===== config.mk =====
export PLATFORM = sky130hd
export DESIGN_NAME = pc_unit_flat
export DESIGN_NICKNAME = d
export VERILOG_FILES = /design/src/rtl/pc_unit_if.sv /design/src/rtl/pc_unit.sv /design/src/flat_wrapper.sv
export SDC_FILE = /design/constraint.sdc
export NUM_CORES = 1
export LEC_CHECK = 0
export CAP_MARGIN = 10
export CORE_MARGIN = 2
export CORE_UTILIZATION = 55
export CTS_CLUSTER_SIZE = 40
export DETAILED_ROUTE_END_ITERATION = 12
export GPL_TIMING_DRIVEN = 0
export PLACE_DENSITY_LB_ADDON = 0.3
export SYNTH_ARGS = -nofsm -noshare
export SYNTH_HDL_FRONTEND = slang
export SYNTH_SLANG_ARGS = --single-unit

===== constraint.sdc =====
create_clock -name clk -period 2.8 [get_ports clk]
set_input_delay 0.56 -clock clk [delete_from_list [all_inputs] [get_ports clk]]
set_output_delay 0.56 -clock clk [all_outputs]
set_load 0.01 [all_outputs]

===== src/rtl/pc_unit_if.sv =====
// Fetch-stage program-counter bus: request lines from the fetch
// controller and the PC/return-address-stack state reported back.
interface pc_unit_if #(
    parameter int WIDTH     = 32,
    parameter int RAS_DEPTH = 4
);
    localparam int CNT_W = $clog2(RAS_DEPTH + 1);

    logic             hit;
    logic             redirect_valid;
    logic [WIDTH-1:0] redirect_target;
    logic             call;
    logic             ret;
    logic             trap;
    logic [WIDTH-1:0] pc;
    logic [WIDTH-1:0] pc_next_seq;
    logic [WIDTH-1:0] ras_top;
    logic [CNT_W-1:0] ras_count;
    logic             ras_overflow;
    logic             ras_underflow;

    // Fetch controller side: issues requests, observes PC state.
    modport master (
        output hit, redirect_valid, redirect_target, call, ret, trap,
        input  pc, pc_next_seq, ras_top, ras_count, ras_overflow, ras_underflow
    );

    // PC unit side: consumes requests, drives PC state.
    modport slave (
        input  hit, redirect_valid, redirect_target, call, ret, trap,
        output pc, pc_next_seq, ras_top, ras_count, ras_overflow, ras_underflow
    );
endinterface


===== src/rtl/pc_unit.sv =====
// Program-counter unit with a circular return-address stack.
// State updates on the falling clock edge; reset is asynchronous active-low.
// Request priority: trap > stall (hit=0) > ret > redirect(+call) > advance.
module pc_unit #(
    parameter int               WIDTH        = 32,
    parameter int               STEP         = 4,
    parameter logic [WIDTH-1:0] RESET_VECTOR = {WIDTH{1'b0}},
    parameter logic [WIDTH-1:0] TRAP_VECTOR  = WIDTH'(32'h80),
    parameter int               RAS_DEPTH    = 4
) (
    input logic       clk,
    input logic       rst_n,
    pc_unit_if.slave  bus
);
    localparam int CNT_W = $clog2(RAS_DEPTH + 1);
    localparam int IDX_W = $clog2(RAS_DEPTH);

    localparam logic [WIDTH-1:0] STEP_C     = WIDTH'(STEP);
    localparam logic [CNT_W-1:0] FULL_C     = CNT_W'(RAS_DEPTH);
    localparam logic [IDX_W-1:0] LAST_IDX_C = IDX_W'(RAS_DEPTH - 1);

    // Architectural state
    logic [WIDTH-1:0] pc_r;
    logic [WIDTH-1:0] ras_mem_r [RAS_DEPTH];
    logic [IDX_W-1:0] top_idx_r;
    logic [CNT_W-1:0] count_r;
    logic [WIDTH-1:0] ras_top_r;
    logic             overflow_r;
    logic             underflow_r;

    // Next-state decisions
    logic [WIDTH-1:0] seq_s;
    logic [WIDTH-1:0] pc_d_s;
    logic             push_s;
    logic             pop_s;
    logic             overflow_d_s;
    logic             underflow_d_s;
    logic             full_s;
    logic             empty_s;
    logic [IDX_W-1:0] idx_inc_s;
    logic [IDX_W-1:0] idx_dec_s;

    // Sequential successor wraps modulo 2^WIDTH with no carry out.
    assign seq_s   = pc_r + STEP_C;
    assign full_s  = (count_r == FULL_C);
    assign empty_s = (count_r == {CNT_W{1'b0}});

    // Circular neighbours of the top-of-stack slot (depth need not be a power of two).
    always_comb begin
        idx_inc_s = top_idx_r + IDX_W'(1);
        idx_dec_s = top_idx_r - IDX_W'(1);
        if (top_idx_r == LAST_IDX_C) begin
            idx_inc_s = {IDX_W{1'b0}};
        end else begin
            idx_inc_s = top_idx_r + IDX_W'(1);
        end
        if (top_idx_r == {IDX_W{1'b0}}) begin
            idx_dec_s = LAST_IDX_C;
        end else begin
            idx_dec_s = top_idx_r - IDX_W'(1);
        end
    end

    // Prioritised request decode: selects next PC and stack operation.
    always_comb begin
        pc_d_s        = pc_r;
        push_s        = 1'b0;
        pop_s         = 1'b0;
        overflow_d_s  = overflow_r;
        underflow_d_s = underflow_r;
        if (bus.trap) begin
            pc_d_s = TRAP_VECTOR;
        end else if (!bus.hit) begin
            pc_d_s = pc_r;
        end else if (bus.ret) begin
            if (!empty_s) begin
                pc_d_s = ras_top_r;
                pop_s  = 1'b1;
            end else begin
                pc_d_s        = seq_s;
                underflow_d_s = 1'b1;
            end
        end else if (bus.redirect_valid) begin
            pc_d_s = bus.redirect_target;
            if (bus.call) begin
                push_s       = 1'b1;
                overflow_d_s = overflow_r | full_s;
            end else begin
                push_s = 1'b0;
            end
        end else begin
            pc_d_s = seq_s;
        end
    end

    // PC, stack and sticky-flag registers, updated on the falling edge.
    always_ff @(negedge clk or negedge rst_n) begin
        if (!rst_n) begin
            pc_r        <= RESET_VECTOR;
            top_idx_r   <= {IDX_W{1'b0}};
            count_r     <= {CNT_W{1'b0}};
            ras_top_r   <= {WIDTH{1'b0}};
            overflow_r  <= 1'b0;
            underflow_r <= 1'b0;
            for (int i = 0; i < RAS_DEPTH; i++) begin
                ras_mem_r[i] <= {WIDTH{1'b0}};
            end
        end else begin
            pc_r        <= pc_d_s;
            overflow_r  <= overflow_d_s;
            underflow_r <= underflow_d_s;
            if (push_s) begin
                // On a full stack the slot after top is the oldest entry.
                ras_mem_r[idx_inc_s] <= seq_s;
                top_idx_r            <= idx_inc_s;
                ras_top_r            <= seq_s;
                if (!full_s) begin
                    count_r <= count_r + CNT_W'(1);
                end else begin
                    count_r <= count_r;
                end
            end else if (pop_s) begin
                top_idx_r <= idx_dec_s;
                count_r   <= count_r - CNT_W'(1);
                if (count_r == CNT_W'(1)) begin
                    ras_top_r <= {WIDTH{1'b0}};
                end else begin
                    ras_top_r <= ras_mem_r[idx_dec_s];
                end
            end else begin
                top_idx_r <= top_idx_r;
                count_r   <= count_r;
                ras_top_r <= ras_top_r;
            end
        end
    end

    assign bus.pc            = pc_r;
    assign bus.pc_next_seq   = seq_s;
    assign bus.ras_top       = ras_top_r;
    assign bus.ras_count     = count_r;
    assign bus.ras_overflow  = overflow_r;
    assign bus.ras_underflow = underflow_r;
endmodule


===== src/flat_wrapper.sv =====
// flat-port wrapper written by rule: the top's interface ports become plain ports
module pc_unit_flat 
#(
    parameter int               WIDTH        = 32,
    parameter int               STEP         = 4,
    parameter logic [WIDTH-1:0] RESET_VECTOR = {WIDTH{1'b0}},
    parameter logic [WIDTH-1:0] TRAP_VECTOR  = WIDTH'(32'h80),
    parameter int               RAS_DEPTH    = 4
)
  (clk, rst_n, bus_hit, bus_redirect_valid, bus_redirect_target, bus_call, bus_ret, bus_trap, bus_pc, bus_pc_next_seq, bus_ras_top, bus_ras_count, bus_ras_overflow, bus_ras_underflow);
  pc_unit_if #(.WIDTH(WIDTH), .RAS_DEPTH(RAS_DEPTH)) bus_i ();
  input logic clk;
  input logic rst_n;
  input wire logic [$bits(bus_i.hit)-1:0] bus_hit;
  input wire logic [$bits(bus_i.redirect_valid)-1:0] bus_redirect_valid;
  input wire logic [$bits(bus_i.redirect_target)-1:0] bus_redirect_target;
  input wire logic [$bits(bus_i.call)-1:0] bus_call;
  input wire logic [$bits(bus_i.ret)-1:0] bus_ret;
  input wire logic [$bits(bus_i.trap)-1:0] bus_trap;
  output wire logic [$bits(bus_i.pc)-1:0] bus_pc;
  output wire logic [$bits(bus_i.pc_next_seq)-1:0] bus_pc_next_seq;
  output wire logic [$bits(bus_i.ras_top)-1:0] bus_ras_top;
  output wire logic [$bits(bus_i.ras_count)-1:0] bus_ras_count;
  output wire logic [$bits(bus_i.ras_overflow)-1:0] bus_ras_overflow;
  output wire logic [$bits(bus_i.ras_underflow)-1:0] bus_ras_underflow;
  assign bus_i.hit = bus_hit;
  assign bus_i.redirect_valid = bus_redirect_valid;
  assign bus_i.redirect_target = bus_redirect_target;
  assign bus_i.call = bus_call;
  assign bus_i.ret = bus_ret;
  assign bus_i.trap = bus_trap;
  assign bus_pc = bus_i.pc;
  assign bus_pc_next_seq = bus_i.pc_next_seq;
  assign bus_ras_top = bus_i.ras_top;
  assign bus_ras_count = bus_i.ras_count;
  assign bus_ras_overflow = bus_i.ras_overflow;
  assign bus_ras_underflow = bus_i.ras_underflow;
  pc_unit #(.WIDTH(WIDTH), .STEP(STEP), .RESET_VECTOR(RESET_VECTOR), .TRAP_VECTOR(TRAP_VECTOR), .RAS_DEPTH(RAS_DEPTH)) u_core (.clk(clk), .rst_n(rst_n), .bus(bus_i));
endmodule

==> results of run 1 <==
==> cell families after synthesis <==
group | synth area share [%]
simple gates | 11.8
buf+inv | 4.91
compound gates | 19.3
xor+xnor | 2.76
fa+ha+maj | 1.28
mux | 8.88
flops | 51.1
==> per-stage QoR <==
step	setup TNS (ns)	setup WS [ns]	hold WS [ns]	area [µm²]
after floorplan	-109.95	-0.928	0.404	10600
after global placement	-1919.00	-8.26	0.418	12200
after detailed placement	-296.68	-1.78	0.427	12300
==> synthesized netlist by cell type, types with 3 or more instances <==
library cell / n
sky130_fd_sc_hd__nand3_1: 14
sky130_fd_sc_hd__a21oi_1: 32
sky130_fd_sc_hd__nor2_1: 24
sky130_fd_sc_hd__a22oi_1: 30
sky130_fd_sc_hd__and2_1: 3
sky130_fd_sc_hd__a2bb2oi_1: 10
sky130_fd_sc_hd__nand4_1: 5
sky130_fd_sc_hd__nor3_1: 7
sky130_fd_sc_hd__nand2_1: 149
sky130_fd_sc_hd__inv_1: 46
sky130_fd_sc_hd__nor4_4: 4
sky130_fd_sc_hd__a211oi_1: 3
sky130_fd_sc_hd__dfrtn_1: 199
sky130_fd_sc_hd__xor2_1: 12
sky130_fd_sc_hd__o31a_1: 3
sky130_fd_sc_hd__mux4_2: 32
sky130_fd_sc_hd__ha_1: 10
sky130_fd_sc_hd__xnor2_1: 15
sky130_fd_sc_hd__o22ai_1: 3
sky130_fd_sc_hd__o21ai_0: 154
sky130_fd_sc_hd__a222oi_1: 5
sky130_fd_sc_hd__o21a_1: 4
sky130_fd_sc_hd__and3_1: 7
sky130_fd_sc_hd__o22a_1: 6
sky130_fd_sc_hd__a221oi_1: 15
sky130_fd_sc_hd__a22o_1: 4
sky130_fd_sc_hd__buf_2: 26
sky130_fd_sc_hd__a31oi_1: 4
sky130_fd_sc_hd__a221o_1: 12
sky130_fd_sc_hd__clkbuf_1: 42
sky130_fd_sc_hd__mux2_2: 12
==> metrics.log, run 1 <==
INFO  metric status = did not finish
INFO  metric outcome.stop_stage = clock tree synthesis (4_1_cts)
INFO  metric first_error = [ERROR DPL-0033] detailed placement checks failed during check placement.
INFO  metric yosysTopAreaCell = sky130_fd_sc_hd__dfrtn_1
INFO  metric initial_utilization = 56.4%
INFO  metric synth_enable_flop_cells = 0
INFO  metric seq_area_frac_synth = 51.1%
INFO  metric post_synth_inst_count = 934
INFO  metric flip_flop_cell_with_the_highest_count_after_synthesis = sky130_fd_sc_hd__dfrtn_1
INFO  metric cts_setup_buffers = 277
INFO  metric synth_seq_cells = 199
INFO  metric io_pins = 140
INFO  metric gp_routability_congestion = 0.927
INFO  metric hold_buffers = 0
INFO  metric post_synth_instance_area = 9750 µm²
INFO  metric chipHeight = 137 µm
INFO  metric cts.root.buffer_cell = sky130_fd_sc_hd__clkbuf_16
INFO  metric synth.area.top_cells = sky130_fd_sc_hd__dfrtn_1 (51%), sky130_fd_sc_hd__o21ai_0 (7.9%), sky130_fd_sc_hd__mux4_2 (7.4%), sky130_fd_sc_hd__nand2_1 (5.7%), sky130_fd_sc_hd__a22oi_1 (2.3%)
INFO  metric mean_instance_size_in_the_synthesized_netlist = 10.4 µm²
INFO  metric tritoncts.num_buffers = 17
INFO  metric tritoncts_num_sinks = 199
INFO  metric synthesis.yosys.warnings = 0
INFO  metric place.port_buffers = 138
INFO  metric cts_buffer_depth = 2
INFO  metric hpwlAfterDp = 21.6 mm
INFO  metric synth_largest_type_area_fraction = 51.1%
INFO  metric yosysUniqueCellTypes = 64
INFO  metric ctsHtreeMaxLevel = 4
INFO  metric rows = 48
INFO  metric post_cts_resized = 840
INFO  metric fp.dieW = 137 µm
INFO  metric synthesis.nets = 983
INFO  metric numPlacedInstances = 1298
INFO  metric synth-async-reset-ratio = 100%
==> inputs of run 2 (changes only) <==
CORE_UTILIZATION = 40   (was 55)
CTS_CLUSTER_SIZE = default   (was 40)
PLACE_DENSITY_LB_ADDON = 0.15   (was 0.3)
==> metrics.log, run 2 <==
INFO  metric io_pins = 140 (unchanged)
INFO  metric global_route.overflow_total = 0
INFO  metric first_iter_violations = 1113
INFO  metric chipHeight = 160 µm (+17%)
INFO  metric leading_cell_type_in_the_layout_fill_and_taps_excluded = sky130_fd_sc_hd__buf_4
INFO  metric detail-route-antenna-nets = 0
INFO  metric post_synth_inst_count = 934 (unchanged)
INFO  metric cp_data_required_time = 2.24 ns
INFO  metric tightestPinTransition = 0.722 ns
INFO  metric cts_tree = built
INFO  metric clk_pin_slew_worst_paths = 0.06 ns
INFO  metric slew_violations = 0
INFO  metric cpMaxStageDelayCell = sky130_fd_sc_hd__dfrtn_1
INFO  metric first_global_vias = 10000
INFO  metric yosysTopAreaCell = sky130_fd_sc_hd__dfrtn_1
INFO  metric synth.area.top_cells = sky130_fd_sc_hd__dfrtn_1 (51%), sky130_fd_sc_hd__o21ai_0 (7.9%), sky130_fd_sc_hd__mux4_2 (7.4%), sky130_fd_sc_hd__nand2_1 (5.7%), sky130_fd_sc_hd__a22oi_1 (2.3%)
INFO  metric worst_ir_drop_vdd = 0.430 mV
INFO  metric timing.critical_path.cells = buf_6 -> nand4_1 -> buf_6 -> nor2_4 -> buf_8 -> buf_12 -> buf_6 -> nand4_1 -> xor2_2 -> inv_2 -> buf_6
INFO  metric average_wire_per_cell_in_the_routed_design = 28.8 µm
INFO  metric number_of_flip_flops_in_the_largest_register = 128
INFO  metric tritoncts_num_sinks = 199 (unchanged)
INFO  metric synth-async-reset-ratio = 100% (unchanged)
INFO  metric failing_checks = setup timing
INFO  metric top_signal_layer_used = met4
INFO  metric grt_start_max_net_pins = 115
INFO  metric first_pass_iters = 6
INFO  metric netlist_top_cells_count = sky130_fd_sc_hd__dfrtn_1 (199), sky130_fd_sc_hd__o21ai_0 (154), sky130_fd_sc_hd__nand2_1 (149), sky130_fd_sc_hd__inv_1 (46), sky130_fd_sc_hd__clkbuf_1 (42)
INFO  metric timing.critical_path.to_type = primary output
INFO  metric detail_route.drc_violations = 0
INFO  metric max_fo_critical_path = 4
INFO  metric worstHoldPathType = flip-flop to flip-flop
INFO  metric hold_buffers = 0 (unchanged)
INFO  metric status = finished with violations
INFO  metric post_synth_instance_area = 9750 µm² (unchanged)
INFO  metric antenna_found_initial = 0
INFO  metric maxCapViolations = 0
INFO  metric globalRouteTotalUtil = 32.5%
INFO  metric cts.root.buffer_cell = sky130_fd_sc_hd__clkbuf_16
INFO  metric synthesis.nets = 983 (unchanged)
INFO  metric synth_enable_flop_cells = 0 (unchanged)
INFO  metric detail_route.wirelength.met1 = 17.8 mm
INFO  metric placed_area = 12400 µm² (+1.0%)
INFO  metric seq_area_frac_synth = 51.1% (unchanged)
INFO  metric coreArea = 24100 µm²
INFO  metric place.port_buffers = 138 (unchanged)
INFO  metric worst_skew = 0.00945 ns
INFO  metric final-hold-violation-count = 0
INFO  metric critPathKind = flip-flop to primary output
INFO  metric mean_instance_size_in_the_synthesized_netlist = 10.4 µm² (unchanged)
INFO  metric startpoint_type = flip-flop
INFO  metric setup-tns-final = -103.41 ns
INFO  metric dr_wl_met2 = 22.8 mm
INFO  metric worst_skew_pair_later_pin_latency = 0.42 ns
INFO  metric final_layout_size_suffix_gt1_share = 64.7%
INFO  metric gp_routability_congestion = 0.794 (-14%)
INFO  metric wire_length_of_the_first_global_routing_pass = 62.0 mm
INFO  metric delay_of_the_slowest_critical_path_stage = 0.48 ns
INFO  metric flip_flop_cell_with_the_highest_count_after_synthesis = sky130_fd_sc_hd__dfrtn_1
INFO  metric max_flop_register = u_core.ras_mem_r
INFO  metric initial_utilization = 40.4% (-16 points)
INFO  metric layout.core_utilization = 76.6%
INFO  metric fillerInstances = 1380
INFO  metric multiInputGateArea = 6540 µm²
INFO  metric synth_most_common_cell = sky130_fd_sc_hd__dfrtn_1
INFO  metric hpwlAfterDp = 22.9 mm (+6.1%)
INFO  metric timing.slew.headroom = 51.9%
INFO  metric fp.dieW = 160 µm (+17%)
INFO  metric vias = 11100
INFO  metric yosysUniqueCellTypes = 64 (unchanged)
INFO  metric synthesis.yosys.warnings = 0 (unchanged)
INFO  metric synth_seq_cells = 199 (unchanged)
INFO  metric dr_wl_met3 = 6.28 mm
INFO  metric layout_common_cells = sky130_fd_sc_hd__buf_4 (213), sky130_fd_sc_hd__dfrtn_1 (199), sky130_fd_sc_hd__buf_6 (144)
INFO  metric rrSetupSlack = -0.31 ns
INFO  metric ctsHtreeMaxLevel = 4 (unchanged)
INFO  metric cts_buffer_depth = 2 (unchanged)
INFO  metric finalSetupViolCount = 298
INFO  metric syn_to_final_growth = 89.5%
INFO  metric critPathMostFrequentCell = sky130_fd_sc_hd__buf_6
INFO  metric fin_area = 18500 µm²
INFO  metric detailedPlace.worstSlack = -2.06 ns (-0.287 ns)
INFO  metric design.final.nets = 1490
INFO  metric dieArea = 25600 µm²
INFO  metric overall_routed_net_length = 51.1 mm
INFO  metric worst-endpoint-arrival = 3.84 ns
INFO  metric tritoncts.num_buffers = 17 (unchanged)
INFO  metric cellPowerDensity = 648 nW/µm²
INFO  metric static-leakage-power = 8.54 nW
INFO  metric rows = 57 (+19%)
INFO  metric detail_route.vias_per_cell = 6.25
INFO  metric finalWorstSetupSlack = -1.60 ns
INFO  metric synth_largest_type_area_fraction = 51.1% (unchanged)
INFO  metric rsz_0062_raised_after_global_routing = yes
INFO  metric seq_area = 4980 µm²
run 2: cell type report:
class	count	area share [%]
clock inverter	14	0.867
clock buffer	18	2.38
sequential	199	27.0
buffer	56	4.37
inverter	46	0.935
tap	324	2.19
multi-input combinational	620	35.4
timing repair buffer	501	26.9
antenna	1	0.0135
run 2: worst paths after layout:
path | from | end | cells after the start
worst max register to register | u_core.top_idx_r[0] | u_core.bus.ras_top[30] | 7
worst min-delay path | u_core.ras_mem_r[81] | u_core.ras_mem_r[81] | 2
max in group asynchronous | rst_n | u_core.ras_mem_r[120] | 2
worst min register to register | u_core.ras_mem_r[81] | u_core.ras_mem_r[81] | 2
min in group asynchronous | rst_n | u_core.ras_mem_r[65] | 1
worst max-delay path | u_core.bus.pc[2] | bus_pc_next_seq[23] | 11
run 2: power by group:
group,switching (mW),internal [mW],total [mW],leakage [nW]
clock,1.30,1.30,2.61,0.293
sequential,0.571,3.48,4.05,2.70
combinational,2.74,2.58,5.32,5.54
total,4.61,7.36,12.0,8.54
run 2: what timing repair did:
item	4_1_cts	5_1_grt
gates cloned	19	7
setup endpoints to repair	299	298
buffers inserted	211	179
resized for setup	593	497
pin swaps	81	82
run 2: worst max-delay path: cells and delay by family, from the launching register on:
kind                      cells  cell delay, ns
xor gates and xnor gates      1            0.27
DFF                           1            0.48
and+or+nand+nor               3            0.47
buffers and inverters         7            0.80
run 2: per-layer routing:
layer / up-vias / track usage (%)
met5: - / 0
met4: 0 / 15.4
met3: 299 / 8.88
met2: 940 / 50.2
met1: 5476 / 42.8
li1: 4412 / -
run 2: kinds of logic (layout without fill, tap and decap cells):
| group | count (synthesis) | count (layout) | synth area share (%) |
|---|---|---|---|
| mux | 45 | 45 | 8.88 |
| fa+ha+maj | 10 | 10 | 1.28 |
| compound gates | 300 | 301 | 19.3 |
| simple gates | 234 | 235 | 11.8 |
| xor+xnor | 29 | 29 | 2.76 |
| buf+inv | 117 | 635 | 4.91 |
| other cells | 0 | 1 | 0 |
| flops | 199 | 199 | 51.1 |
run 2: stage by stage:
stage	hold WS, ns	instances	total power, mW
floorplan	0.404	934	6.01
global placement	0.418	1396	7.41
detailed placement	0.422	1397	7.46
CTS	0.425	1647	10.6
global route	0.456	1778	12.3
finish	0.436	1779	12.0
Note: power is estimated with default switching activity, not from simulation.
==> inputs of run 3 (changes only) <==
SETUP_SLACK_MARGIN = 0.1   (was default)
clock period = 4.9 ns   (was 2.8 ns; I/O delays follow)
==> metrics.log, run 3 (synthesis results as in run 2) <==
INFO  metric status = finished with violations
INFO  metric failing_checks = setup timing
INFO  metric overall_routed_net_length = 40.2 mm (-21%)
INFO  metric detail_route.drc_violations = 0 (unchanged)
INFO  metric tritoncts.num_buffers = 17 (unchanged)
INFO  metric dr_wl_met3 = 3.69 mm (-41%)
INFO  metric detail_route.vias_per_cell = 5.93 (-5.2%)
INFO  metric timing.slew.headroom = 39.8% (-12 points)
INFO  metric worst_ir_drop_vdd = 0.249 mV (-42%)
INFO  metric cellPowerDensity = 385 nW/µm² (-41%)
INFO  metric leading_cell_type_in_the_layout_fill_and_taps_excluded = sky130_fd_sc_hd__dfrtn_1
INFO  metric cts_buffer_depth = 2 (unchanged)
INFO  metric grt_start_max_net_pins = 111 (-3.5%)
INFO  metric ctsHtreeMaxLevel = 4 (unchanged)
INFO  metric cts.root.buffer_cell = sky130_fd_sc_hd__clkbuf_16
INFO  metric max_fo_critical_path = 6 (+2)
INFO  metric static-leakage-power = 7.38 nW (-14%)
INFO  metric detail-route-antenna-nets = 0 (unchanged)
INFO  metric first_pass_iters = 5 (-1)
INFO  metric globalRouteTotalUtil = 31.6% (-0.94 points)
INFO  metric final-hold-violation-count = 0 (unchanged)
INFO  metric initial_utilization = 40.4% (unchanged)
INFO  metric hpwlAfterDp = 22.7 mm (-1.1%)
INFO  metric dr_wl_met2 = 18.8 mm (-18%)
INFO  metric worst-endpoint-arrival = 4.92 ns (+1.08 ns)
INFO  metric numPlacedInstances = 1397 (unchanged)
INFO  metric startpoint_type = flip-flop
INFO  metric number_of_flip_flops_in_the_largest_register = 128 (unchanged)
INFO  metric worst_skew_pair_later_pin_latency = 0.42 ns (about the same)
INFO  metric slew_violations = 0 (unchanged)
INFO  metric first_iter_violations = 1092 (-1.9%)
INFO  metric max_flop_register = u_core.ras_mem_r
INFO  metric average_wire_per_cell_in_the_routed_design = 24.0 µm (-16%)
INFO  metric gp_routability_congestion = 0.846 (+6.5%)
INFO  metric critPathKind = flip-flop to primary output
INFO  metric first_global_vias = 10200 (+2.0%)
INFO  metric top_signal_layer_used = met4
INFO  metric final_layout_size_suffix_gt1_share = 39.3% (-25 points)
INFO  metric coreArea = 24100 µm² (unchanged)
INFO  metric finalWorstSetupSlack = -1.00 ns (+0.603 ns)
INFO  metric fillerInstances = 1930 (+40%)
INFO  metric antenna_found_initial = 2 (+2)
INFO  metric hold_buffers = 0 (unchanged)
INFO  metric rows = 57 (unchanged)
INFO  metric dieArea = 25600 µm² (unchanged)
INFO  metric design.final.nets = 1386 (-7.0%)
INFO  metric vias = 9929 (-11%)
INFO  metric layout_common_cells = sky130_fd_sc_hd__dfrtn_1 (199), sky130_fd_sc_hd__buf_4 (193), sky130_fd_sc_hd__o21ai_0 (151)
INFO  metric syn_to_final_growth = 56.1%
INFO  metric chipHeight = 160 µm (unchanged)
INFO  metric wire_length_of_the_first_global_routing_pass = 61.0 mm (-1.6%)
INFO  metric tightestPinTransition = 0.904 ns (+0.182 ns)
INFO  metric maxCapViolations = 0 (unchanged)
INFO  metric io_pins = 140 (unchanged)
INFO  metric finalSetupViolCount = 29 (-90%)
INFO  metric setup-tns-final = -21.22 ns (+82.20 ns)
INFO  metric cp_data_required_time = 3.92 ns (+1.68 ns)
INFO  metric worstHoldPathType = flip-flop to flip-flop
INFO  metric cts_tree = built
INFO  metric place.port_buffers = 138 (unchanged)
INFO  metric global_route.overflow_total = 0 (unchanged)
INFO  metric tritoncts_num_sinks = 199 (unchanged)
INFO  metric detail_route.wirelength.met1 = 15.4 mm (-13%)
INFO  metric clk_pin_slew_worst_paths = 0.06 ns (about the same)
INFO  metric fp.dieW = 160 µm (unchanged)
INFO  metric worst_skew = 0.0113 ns (+0.00187 ns)
INFO  metric timing.critical_path.to_type = primary output
INFO  metric post_layout_nonfiller_instances = 1675 (-5.8%)
INFO  metric rsz_0062_raised_after_global_routing = yes
run 3: cell count changes in the layout (fill, tap and decap cells not counted), sizes merged, moves of 2 or more:
cell	before	now
dlymetal6s2s	0	4
clkdlybuf4s15	0	3
dlygate4sd2	0	58
clkinv	4	6
clkdlybuf4s50	32	35
clkbuf	57	66
buf	486	308
run 3: layout make-up:
| cell class | count | area [µm²] | share of cell area [%] |
|---|---|---|---|
| diodes | 1 | 2.50 | 0.0164 |
| plain buffers | 71 | 536 | 3.52 |
| clock buffers | 19 | 443 | 2.91 |
| clock inverters | 13 | 149 | 0.978 |
| inverters | 46 | 173 | 1.13 |
| multi-input cells | 618 | 5180 | 34.0 |
| flip-flops and latches | 199 | 4980 | 32.7 |
| well taps | 324 | 405 | 2.66 |
| repair buffers | 384 | 3360 | 22.0 |
run 3: path summary, 6_finish.rpt:
check / start / end / slack [ns] / cells past startpoint
setup / recovery: u_core.bus.pc[8] / bus_pc_next_seq[23] / -1.00 / 10
setup reg to reg: u_core.bus.pc[8] / u_core.bus.pc[20] / 0.21 / 31
hold reg to reg: u_core.bus.ras_overflow / u_core.bus.ras_overflow / 0.42 / 1
hold / removal: u_core.bus.ras_overflow / u_core.bus.ras_overflow / 0.42 / 1
min in group asynchronous: rst_n / u_core.bus.pc[1] / 2.91 / 1
max in group asynchronous: rst_n / u_core.bus.pc[26] / 0.93 / 2
run 3: power breakdown:
group	internal, mW	total [mW]	leakage [nW]	switching, mW
logic	1.01	2.18	4.39	1.17
clock network	0.701	1.46	0.288	0.755
registers	1.99	2.22	2.70	0.236
total	3.70	5.86	7.38	2.16
run 3: what timing repair did:
item | CTS | global route
endpoints found under the setup margin | 296 | 112
gates resized for setup | 381 | 66
hold endpoints to repair | 0 | 0
setup buffers | 228 | 50
cloned | 2 | 0
pin swaps | 55 | 42
run 3: worst max-delay path, cell delays in order (launching register included):
cell	delay, ns
sky130_fd_sc_hd__dfrtn_1	0.44
sky130_fd_sc_hd__buf_6	0.12
sky130_fd_sc_hd__nand3_4	0.14
sky130_fd_sc_hd__nor3_4	0.31
sky130_fd_sc_hd__buf_6	0.15
sky130_fd_sc_hd__buf_4	0.11
sky130_fd_sc_hd__buf_6	0.11
sky130_fd_sc_hd__nand4_1	0.21
sky130_fd_sc_hd__xor2_2	0.30
sky130_fd_sc_hd__inv_2	0.05
sky130_fd_sc_hd__buf_6	0.12
run 3: per-layer routing:
layer,vias up,track usage (%)
li1,4174,-
met2,654,49.8
met1,4925,40.8
met5,-,1.70
met4,0,17.3
met3,176,6.78
run 3: stage by stage:
stage / hold WS, ns / area [µm²] / utilization (%) / worst slack [ns] / total power [mW]
2_1_floorplan: 0.405 / 10100 / - / -0.299 / 3.31
3_3_place_gp: 0.414 / 11900 / 49.2 / -8.06 / 4.10
3_5_place_dp: 0.425 / 11900 / 49.4 / -1.35 / 4.13
4_1_cts: 0.425 / 14900 / 62.0 / -0.938 / 5.72
5_1_grt: 0.447 / 15200 / 63.2 / -1.04 / 6.11
6_report: 0.418 / 15200 / 63.2 / -1.00 / 5.86
